$ cat src/rtl/fifo_pkg.sv
// fifo_pkg: shared FIFO types, mode constants and pointer helpers.
package fifo_pkg;
  typedef int unsigned fifo_width_t;
  localparam int FIFO_STD  = 0;
  localparam int FIFO_FWFT = 1;
  function automatic fifo_width_t level_w(input int depth);
    return fifo_width_t'($clog2(depth + 1));
  endfunction
  function automatic int ptr_inc(input int ptr, input int depth);
    return (ptr == depth - 1) ? 0 : ptr + 1;
  endfunction
endpackage

$ cat src/rtl/fifo_mem.sv
// fifo_mem: DEPTH x WIDTH storage, one write port, combinational read port.
module fifo_mem #(
  parameter int DEPTH = 16,
  parameter int WIDTH = 8,
  parameter int PW    = 4
) (
  input  logic             clk,
  input  logic             we,
  input  logic [PW-1:0]    waddr,
  input  logic [WIDTH-1:0] wdata,
  input  logic [PW-1:0]    raddr,
  output logic [WIDTH-1:0] rdata
);
  logic [WIDTH-1:0] mem [DEPTH];
  always_ff @(posedge clk) begin
    if (we) mem[waddr] <= wdata;
  end
  assign rdata = mem[raddr];
endmodule

$ cat src/rtl/param_sync_fifo.sv
// param_sync_fifo: single-clock FIFO, any depth, standard or show-ahead read,
// exact flags from a registered level, flush and sticky error flags.
module param_sync_fifo
  import fifo_pkg::*;
#(
  parameter int DEPTH    = 16,
  parameter int WIDTH    = 8,
  parameter int AF_LEVEL = DEPTH - 2,
  parameter int AE_LEVEL = 2,
  parameter int FWFT     = FIFO_STD
) (
  input  logic                       clk,
  input  logic                       rst_n,
  input  logic                       wr_en,
  input  logic [WIDTH-1:0]           din,
  input  logic                       rd_en,
  input  logic                       flush,
  input  logic                       clr_err,
  output logic [WIDTH-1:0]           dout,
  output logic                       full,
  output logic                       empty,
  output logic                       almost_full,
  output logic                       almost_empty,
  output logic [$clog2(DEPTH+1)-1:0] level,
  output logic                       overflow,
  output logic                       underflow
);
  localparam int PW = $clog2(DEPTH);
  localparam int LW = int'(level_w(DEPTH));
  if (DEPTH < 2) begin : g_bad_depth
    $error("param_sync_fifo: DEPTH must be >= 2");
  end
  if (AF_LEVEL < 1 || AF_LEVEL > DEPTH) begin : g_bad_af
    $error("param_sync_fifo: AF_LEVEL must be in 1..DEPTH");
  end
  if (AE_LEVEL < 0 || AE_LEVEL >= DEPTH) begin : g_bad_ae
    $error("param_sync_fifo: AE_LEVEL must be in 0..DEPTH-1");
  end
  logic [PW-1:0]    wr_ptr, rd_ptr;
  logic [WIDTH-1:0] rd_data;
  logic             wr_ok, rd_ok;
  assign full         = level == LW'(DEPTH);
  assign empty        = level == '0;
  assign almost_full  = level >= LW'(AF_LEVEL);
  assign almost_empty = level <= LW'(AE_LEVEL);
  // full/empty gate each side on its own, so a same-cycle read never frees room for a write
  assign wr_ok = wr_en && !full && !flush;
  assign rd_ok = rd_en && !empty && !flush;
  fifo_mem #(.DEPTH(DEPTH), .WIDTH(WIDTH), .PW(PW)) u_mem (
    .clk  (clk),
    .we   (wr_ok),
    .waddr(wr_ptr),
    .wdata(din),
    .raddr(rd_ptr),
    .rdata(rd_data)
  );
  always_ff @(posedge clk or negedge rst_n) begin
    if (!rst_n) begin
      wr_ptr    <= '0;
      rd_ptr    <= '0;
      level     <= '0;
      overflow  <= 1'b0;
      underflow <= 1'b0;
    end else begin
      if (flush) begin
        wr_ptr <= '0;
        rd_ptr <= '0;
        level  <= '0;
      end else begin
        if (wr_ok) wr_ptr <= PW'(ptr_inc(32'(wr_ptr), DEPTH));
        if (rd_ok) rd_ptr <= PW'(ptr_inc(32'(rd_ptr), DEPTH));
        level <= (wr_ok && !rd_ok) ? level + 1'b1 : (rd_ok && !wr_ok) ? level - 1'b1 : level;
      end
      overflow  <= (wr_en && full && !flush) || (overflow && !clr_err);
      underflow <= (rd_en && empty && !flush) || (underflow && !clr_err);
    end
  end
  if (FWFT == FIFO_FWFT) begin : g_fwft
    assign dout = rd_data;
  end else begin : g_std
    always_ff @(posedge clk or negedge rst_n) begin
      if (!rst_n) dout <= '0;
      else if (rd_ok) dout <= rd_data;
    end
  end
endmodule

$ cat config.mk
export PLATFORM = sky130hd
export DESIGN_NAME = param_sync_fifo
export DESIGN_NICKNAME = d
export VERILOG_FILES = /design/src/rtl/fifo_pkg.sv /design/src/rtl/fifo_mem.sv /design/src/rtl/param_sync_fifo.sv
export SDC_FILE = /design/constraint.sdc
export NUM_CORES = 1
export LEC_CHECK = 0
export CAP_MARGIN = 20
export CORE_ASPECT_RATIO = 1.25
export CORE_UTILIZATION = 59
export CTS_BUF_LIST = sky130_fd_sc_hd__clkbuf_4 sky130_fd_sc_hd__clkbuf_8 sky130_fd_sc_hd__clkbuf_16
export CTS_CLUSTER_DIAMETER = 50
export CTS_CLUSTER_SIZE = 20
export DETAILED_ROUTE_END_ITERATION = 10
export PLACE_DENSITY = 0.85
export SLEW_MARGIN = 20
export SYNTH_ARGS = -nofsm -noshare
export SYNTH_HDL_FRONTEND = slang
export SYNTH_SLANG_ARGS = --single-unit
$ cat constraint.sdc
create_clock -name clk -period 2.9 [get_ports clk]
set_input_delay 0.87 -clock clk [delete_from_list [all_inputs] [get_ports clk]]
set_output_delay 0.87 -clock clk [all_outputs]
set_load 0.03 [all_outputs]
---- Word-level counts from Yosys, hierarchy flattened ----
Memories as Yosys holds them, arrays and structs flattened. A register that Yosys moved wholly into a read port is not among the register bits.
Cells that the tools add are included.
W data, S select, Z words.
word-level totals
  register bits after elaboration ......... 15
  RAM bits ................................ 128
  bits of input ports ..................... 14
  output and inout bits ................... 19
  logic and storage cells ................. 51
  memories kept ........................... 1
memory list
  memory     words  bits a word  read ports  clocked after Yosys merged registers in  write ports  RTL line        RTL
  u_mem.mem  16     8            1           1                                        1            fifo_mem.sv:14  logic [WIDTH-1:0] mem [DEPTH];
operators by class
  $add $sub $neg .......................... 4
  order comparisons ....................... 2
  equality and inequality tests ........... 3
  muxes and demuxes ....................... 11
  reductions and logical operators ........ 25
operators by type and width
  cell                   number
  $mux W4                6
  $mux W5                3
  $logic_and A1 B1 Y1    12
  $add A4 B1 Y4 const B  2
  $eq A4 B1 Y1 const B   2
  $logic_not A1 Y1       7
  $add A5 B1 Y5 const B  1
  $eq A5 B5 Y1 const B   1
  $ge A5 B4 Y1 const B   1
  $le A5 B2 Y1 const B   1
  $logic_not A5 Y1       1
  $sub A5 B1 Y5 const B  1
  $reduce_bool A2 Y1     2
  $reduce_bool A3 Y1     1
  $logic_or A1 B1 Y1     2
  $mux W1                2

---- Longest topological paths before layout ----
Gate-level depths: netlist (run 1).
  word-level depth ........................ 9
  depth in mapped cells ................... 9
  gate-level depth less buffers ........... 8

---- By module ----
A second synthesis (run 1) with hierarchy kept.
second synthesis, totals
  cells, all modules ...................... 343
  area total of the unflattened synthesis .. 6,264.8 um^2
modules (own cells, without submodules)
  module           times used  cells an instance  area each (um^2)  sequential area each (um^2)
  fifo_mem         1           221                4,987.3           3,843.7
  param_sync_fifo  1           122                1,277.5           575.6

---- Least setup slack after synthesis (run 1) ----
No wires, ideal clock.
  path type ............................... register to output
  from .................................... reg level[4]
  to ...................................... out almost_empty
  data arrival time ....................... 2,248 ps
  required time ........................... 2,030 ps
  setup slack ............................. -218 ps
  stages on the path, launching flop included .. 3
  buffers on the path ..................... 1
  cells stage by stage .................... dfrtp_1 -> clkbuf_1 -> a2111oi_0
between the ends
  word-level cells in the longest chain between the ends .. 1
ends and longest elaborated chain
  item                    RTL line               RTL
  start, declared         param_sync_fifo.sv:24  output logic [$clog2(DEPTH+1)-1:0] level,
  start signal, assigned  param_sync_fifo.sv:72  level <= (wr_ok && !rd_ok) ? level + 1'b1 : (rd_ok && !wr_ok) ? level - 1'b1 : level;
  $le A5 B2 Y1            param_sync_fifo.sv:45  assign almost_empty = level <= LW'(AE_LEVEL);
  end, declared           param_sync_fifo.sv:23  output logic almost_empty,
No other way between the ends.

---- Worst setup path in the final report (run 1) ----
  from .................................... reg level[1]
  to ...................................... out full
between the ends
  word-level cells in the longest chain between the ends .. 1
ends and longest elaborated chain
  item           RTL line               RTL
  $eq A5 B5 Y1   param_sync_fifo.sv:42  assign full = level == LW'(DEPTH);
  end, declared  param_sync_fifo.sv:20  output logic full,
No other way between the ends.

==> results.ini, run 1 <==
[sta]
relSlewSlack_pct = 52.4
fmax_mhz = 359
clock_skew_ns = 0.00936
tightest_slew_ns = 0.714
finalSetupViolations = 0
final_hold_viol_count = 0
min_period_over_period_pct = 96.0
min_period_ns = 2.79
rsz0062_at_grt = no
slew_violations = 0

[clocking]
htree_levels = 4
holdBufCountCts = 0
cts_made_buffers = 17
cts_buffer_depth = 2
insertion_delay_ns = 0.42
cts_root_buffer = clkbuf_16
cts_tree = done
path_clk_slew_ns = 0.06
cts.sinks = 151
cts_setup_buffers = 0

[global_routing]
grt_pass1_wl_um = 21300
grt_pass1_vias = 3706
antenna_found_initial = 0
grt_max_degree = 24
overflow = 0
track_usage_pct = 28.4

[detailed_routing]
wl_per_cell_um = 25.3
vias_per_cell = 6.40
wirelength_um = 14000
route.vias.total = 3546
first_iter_violations = 314
dr.pass1.iters = 5
ant_nets = 0
remaining_drc_errors = 0

[logic_synthesis]
synthTopCellsByArea = edfxtp_1, mux4_2, dfrtp_1
netlist_area_um2 = 6240
yosysWarnings = 0
yosysMostFrequentCell = edfxtp_1
synth_commonest_cells = edfxtp_1, mux4_2, dfrtp_1, mux2i_1
synthArstFlopShare_pct = 15.2
seq_area_frac_synth_pct = 70.8
synth_largest_area_cell = edfxtp_1
ys_seq_elements = 151
synth_cells = 343
synth_nets = 367
netlist.area_leader.share_pct = 61.6
synth_top_flop_cell = edfxtp_1
synth_edf_count = 128
avgSynthCellArea_um2 = 18.2
synth_cell_types = 41

[placement]
gp_congestion = 0.835
dp.cells = 522
dp_hpwl_um = 8100
io_buffer_count = 32

[power]
p_leak_nw = 2.61
irDropWorstVdd_mv = 0.570
p_sw_share_pct = 29.2
p_sw_mw = 1.87
seq_power_share_pct = 41.7
combPwrFrac_pct = 19.9
p_clk_share_pct = 38.4
p_int_mw = 4.54
finalPower_mw = 6.41
power_density_nw_per_um2 = 848

[critical_path]
path_buf_inv = 1
cp_slowest_cell = or4_4
cp.required_ns = 2.03
cp-start-kind = flop
worstSetupPathType = reg -> out
critPathCaptureType = output pin
arrival_ns = 1.92
cp_max_fo = 10
critical-path-max-stage-delay_ns = 0.67
crit_path_cell_trace = or4_4, nor2_1, buf_4
cp_top_family = simple AND/OR/NAND/NOR gates

[finish]
final_nets = 436
final_layout_size_suffix_gt1_share_pct = 25.6
nFillCells = 566
fin_cells = 554
n_antenna_cell = 0
area_growth_pct = 21.2

[floorplanning]
top_level_ports = 33
dieArea_um2 = 11000
num_rows = 41
start_util_pct = 61.1
die_y_um = 117
die_x_um = 94.0
coreArea_um2 = 10200

[outcome]
run_status = finished clean

[run]
max_cap_violations = 0

[worst_hold_path]
min_path_type = reg -> reg

==> timing repair <==
| action | in CTS | in global routing |
|---|---|---|
| pin swaps | 0 | 0 |
| gates resized for setup | 2 | 1 |
| setup endpoints to repair | 3 | 1 |
==> flip-flops by register name, indices dropped and copies added (netlist names) <==
register   count
u_mem.mem    128
dout           8
level          5
rd_ptr         4
wr_ptr         4
overflow       1
underflow      1
==> worst min-delay path: stages (launching register included) <==
cell and delay, ns:
dfrtp_1 0.36, nand2_1 0.05, o221ai_1 0.06
==> area by class of cell <==
| class | instances | area (µm²) | share of cell area, % |
|---|---|---|---|
| Clock inverter | 15 | 229 | 3.03 |
| Sequential cell | 151 | 4420 | 58.5 |
| Tap cell | 129 | 161 | 2.13 |
| Clock buffer | 17 | 425 | 5.63 |
| Multi-Input combinational cell | 170 | 1730 | 22.9 |
| Inverter | 5 | 18.8 | 0.248 |
| Timing Repair Buffer | 67 | 577 | 7.63 |
==> power groups by stage <==
stage	clock (mW)	combinational, mW	sequential [mW]
final	2.46	1.28	2.67
after global routing	2.57	1.37	2.69
after CTS	2.48	1.28	2.67
after detailed placement	0	1.26	2.70
after global placement	0	1.21	2.70
after floorplan	0	0.634	2.81
==> per-layer routing <==
layer | wire [µm] | GRT usage (%) | up-vias
met1 | 5230 | 34.2 | 1838
li1 | - | - | 1514
met4 | 308 | 9.74 | 0
met2 | 7680 | 49.5 | 169
met3 | 802 | 8.01 | 25
met5 | 0 | 0 | -
==> final timing paths <==
kind                                      start  slack [ns]  depth (start not counted)                    end
max                        level[1]$_DFFE_PN0P_        0.11                          3                   full
min                         dout[2]$_DFFE_PN0P_        0.50                          2    dout[2]$_DFFE_PN0P_
min in group asynchronous                 rst_n        0.82                          2    dout[7]$_DFFE_PN0P_
max in group asynchronous                 rst_n        1.81                          2  rd_ptr[2]$_DFFE_PN0P_
min reg2reg                 dout[2]$_DFFE_PN0P_        0.50                          2    dout[2]$_DFFE_PN0P_
max reg2reg                level[1]$_DFFE_PN0P_        0.39                          9   level[4]$_DFFE_PN0P_
==> per-stage QoR <==
| step | hold slack (ns) | TNS, ns | setup WS, ns | util, % | cell area, µm² |
|---|---|---|---|---|---|
| 2_1_floorplan | 0.559 | 0 | 0.0252 | - | 6240 |
| 3_3_place_gp | 0.487 | -0.0562 | -0.0562 | 67.6 | 6900 |
| 3_5_place_dp | 0.491 | -0.166 | -0.166 | 67.6 | 6900 |
| 4_1_cts | 0.503 | 0 | 0.100 | 74.1 | 7560 |
| 5_1_grt | 0.557 | 0 | 0.0477 | 74.1 | 7560 |
| 6_report | 0.504 | 0 | 0.115 | 74.1 | 7560 |
==> placed cells by master (no fill, tap or decap), types with 3 or more instances in the layout <==
| cell | count |
|---|---|
| clkdlybuf4s50_1 | 29 |
| nor3_1 | 5 |
| mux4_2 | 32 |
| buf_4 | 37 |
| mux2i_1 | 23 |
| o221ai_1 | 8 |
| inv_8 | 5 |
| dfrtp_1 | 21 |
| ha_1 | 9 |
| inv_6 | 4 |
| xnor2_1 | 3 |
| clkbuf_16 | 17 |
| nand3_1 | 4 |
| nor2_1 | 20 |
| o211ai_1 | 3 |
| inv_1 | 4 |
| nand2_1 | 20 |
| edfxtp_1 | 128 |
| bufinv_16 | 4 |
| nand2b_1 | 9 |
| a21oi_1 | 8 |
==> kinds of logic after synthesis <==
kind of cell | count (synthesis) | share of synthesized area, %
xor gates and xnor gates | 5 | 0.702
buffers and inverters | 22 | 1.54
DFF | 151 | 70.8
muxes | 56 | 15.5
adders and majority gates | 10 | 2.13
and+or+nand+nor | 63 | 4.71
AOI/OAI and AO/OA | 36 | 4.59
Note: power is estimated with default switching activity, not from simulation.
==> inputs of run 2 (changes only) <==
--- a/config.mk
+++ b/config.mk
@@ -12,7 +12,7 @@
 export CTS_CLUSTER_DIAMETER = 50
 export CTS_CLUSTER_SIZE = 20
 export DETAILED_ROUTE_END_ITERATION = 10
-export PLACE_DENSITY = 0.85
+export PLACE_DENSITY = 0.81
 export SLEW_MARGIN = 20
 export SYNTH_ARGS = -nofsm -noshare
 export SYNTH_HDL_FRONTEND = slang
==> run 2 against run 1 <==
Effect of this change: fmax down 1.7%; cell area fell by 1.3%; via count fell by 3.5%; largest power group unchanged; setup slack got worse by 0.047 ns; critical path type unchanged; critical endpoint is now almost_full; clock power fell by 15%; final cell count is 0.72% lower; register-to-register slack got worse by 0.03 ns; global-route usage is 2.2 points lower; count of clock-buffer cells in the layout grew 3; clock skew is essentially flat.
==> results.ini, run 2 (same netlist as run 1, synthesis figures left out) <==
[finish]
final_area_um2 = 7460
final_common_cell = edfxtp_1
n_antenna_cell = 0
final_cell_mix = edfxtp_1, mux4_2, buf_4
nFillCells = 592
area_growth_pct = 19.7
fin_util_pct = 73.1
largest_registers = u_mem.mem (128), dout (8), level (5)
fin_cells = 550
largest_register_ffs = 128
final_layout_size_suffix_gt1_share_pct = 24.7
final_nets = 432
regMostFlops = u_mem.mem

[floorplanning]
start_util_pct = 61.1
die_x_um = 94.0
num_rows = 41
coreArea_um2 = 10200
die_y_um = 117
top_level_ports = 33
dieArea_um2 = 11000

[sta]
tightest_slew_ns = 0.596
setup_slack_ns = 0.0683
final_hold_viol_count = 0
rsz0062_at_grt = no
clock_skew_ns = 0.00914
slew_violations = 0
setup_tns_ns = 0
fmax_mhz = 353
relSlewSlack_pct = 60.1
min_period_over_period_pct = 97.6
min_period_ns = 2.83
finalSetupViolations = 0

[power]
p_sw_mw = 1.75
p_leak_nw = 2.55
combPwrFrac_pct = 21.1
power_density_nw_per_um2 = 809
irDropWorstVdd_mv = 0.625
seq_power_share_pct = 44.1
p_int_mw = 4.29
p_clk_share_pct = 34.8
p_sw_share_pct = 29.0

[placement]
place_area_um2 = 6890
dp_hpwl_um = 8100
io_buffer_count = 32
dp.cells = 518
pre_cts_slack_ns = -0.191
gp_congestion = 0.807

[run]
max_cap_violations = 0

[global_routing]
grt_pass1_vias = 3561
antenna_found_initial = 0
grt_max_degree = 36
grt_pass1_wl_um = 19800
track_usage_pct = 26.2
overflow = 0

[clocking]
htree_levels = 4
holdBufCountCts = 0
cts_made_buffers = 17
cts_buffer_depth = 2
cts_root_buffer = clkbuf_16
cts.sinks = 151
insertion_delay_ns = 0.42
path_clk_slew_ns = 0.06
cts_tree = done
cts_setup_buffers = 0

[detailed_routing]
first_iter_violations = 319
route.vias.total = 3421
remaining_drc_errors = 0
ant_nets = 0
wirelength_um = 12700
vias_per_cell = 6.22
wl_per_cell_um = 23.1
dr.pass1.iters = 6

[critical_path]
setup.worst_path.start = level[4]$_DFFE_PN0P_
worstSetupPathType = reg -> out
r2r_start = level[1]$_DFFE_PN0P_
cp_max_fo = 11
arrival_ns = 1.96
cp.required_ns = 2.03
critPathCaptureType = output pin
cp-start-kind = flop

[worst_hold_path]
min-delay-start = dout[6]$_DFFE_PN0P_
min_path_type = reg -> reg

[outcome]
run_status = finished clean

[run 2: per-layer routing]
metal / share of wire (%) / routed length, µm / track usage [%]
met1: 38 / 4820 / 31.7
met2: 54 / 6810 / 44.1
met3: 5.0 / 638 / 6.52
met4: 3.3 / 414 / 13.4
met5: 0 / 0 / 0
[run 2: stage by stage]
step | total power [mW] | hold slack [ns]
CTS | 6.06 | 0.508
global placement | 3.91 | 0.470
detailed placement | 3.97 | 0.493
floorplan | 3.44 | 0.559
global route | 6.27 | 0.550
finish | 6.04 | 0.507
[run 2: area by class of cell]
class | instances | area (µm²) | area share, %
Sequential cell | 151 | 4420 | 59.2
Multi-Input combinational cell | 170 | 1730 | 23.1
Timing Repair Buffer | 63 | 559 | 7.49
Clock buffer | 20 | 460 | 6.17
Tap cell | 129 | 161 | 2.16
Clock inverter | 12 | 116 | 1.56
Inverter | 5 | 18.8 | 0.251
[run 2: what timing repair did]
action	4_1_cts	5_1_grt
gates resized for setup	2	0
setup endpoints to repair	3	0
endpoints found under the hold margin	0	0
[run 2: path summary, 6_finish.rpt]
path	end	slack, ns	cells past startpoint
worst max-delay path	almost_full	0.07	3
worst min-delay path	dout[6]$_DFFE_PN0P_	0.51	2
worst max register to register	level[4]$_DFFE_PN0P_	0.36	10
worst min register to register	dout[6]$_DFFE_PN0P_	0.51	2
max in group asynchronous	rd_ptr[2]$_DFFE_PN0P_	1.82	2
min in group asynchronous	level[3]$_DFFE_PN0P_	0.82	2
[run 2: worst max-delay path, cell delays in order, from the launching register on]
cell             delay [ns]
dfrtp_1                0.60
inv_2                  0.18
nand2_1                0.10
clkdlybuf4s50_1        0.66
[run 2: power by group through the flow]
stage	combinational [mW]	clock [mW]	sequential, mW
after floorplan	0.634	0	2.81
after global placement	1.22	0	2.69
after detailed placement	1.28	0	2.70
after CTS	1.28	2.12	2.66
after global routing	1.37	2.22	2.68
final	1.27	2.10	2.66
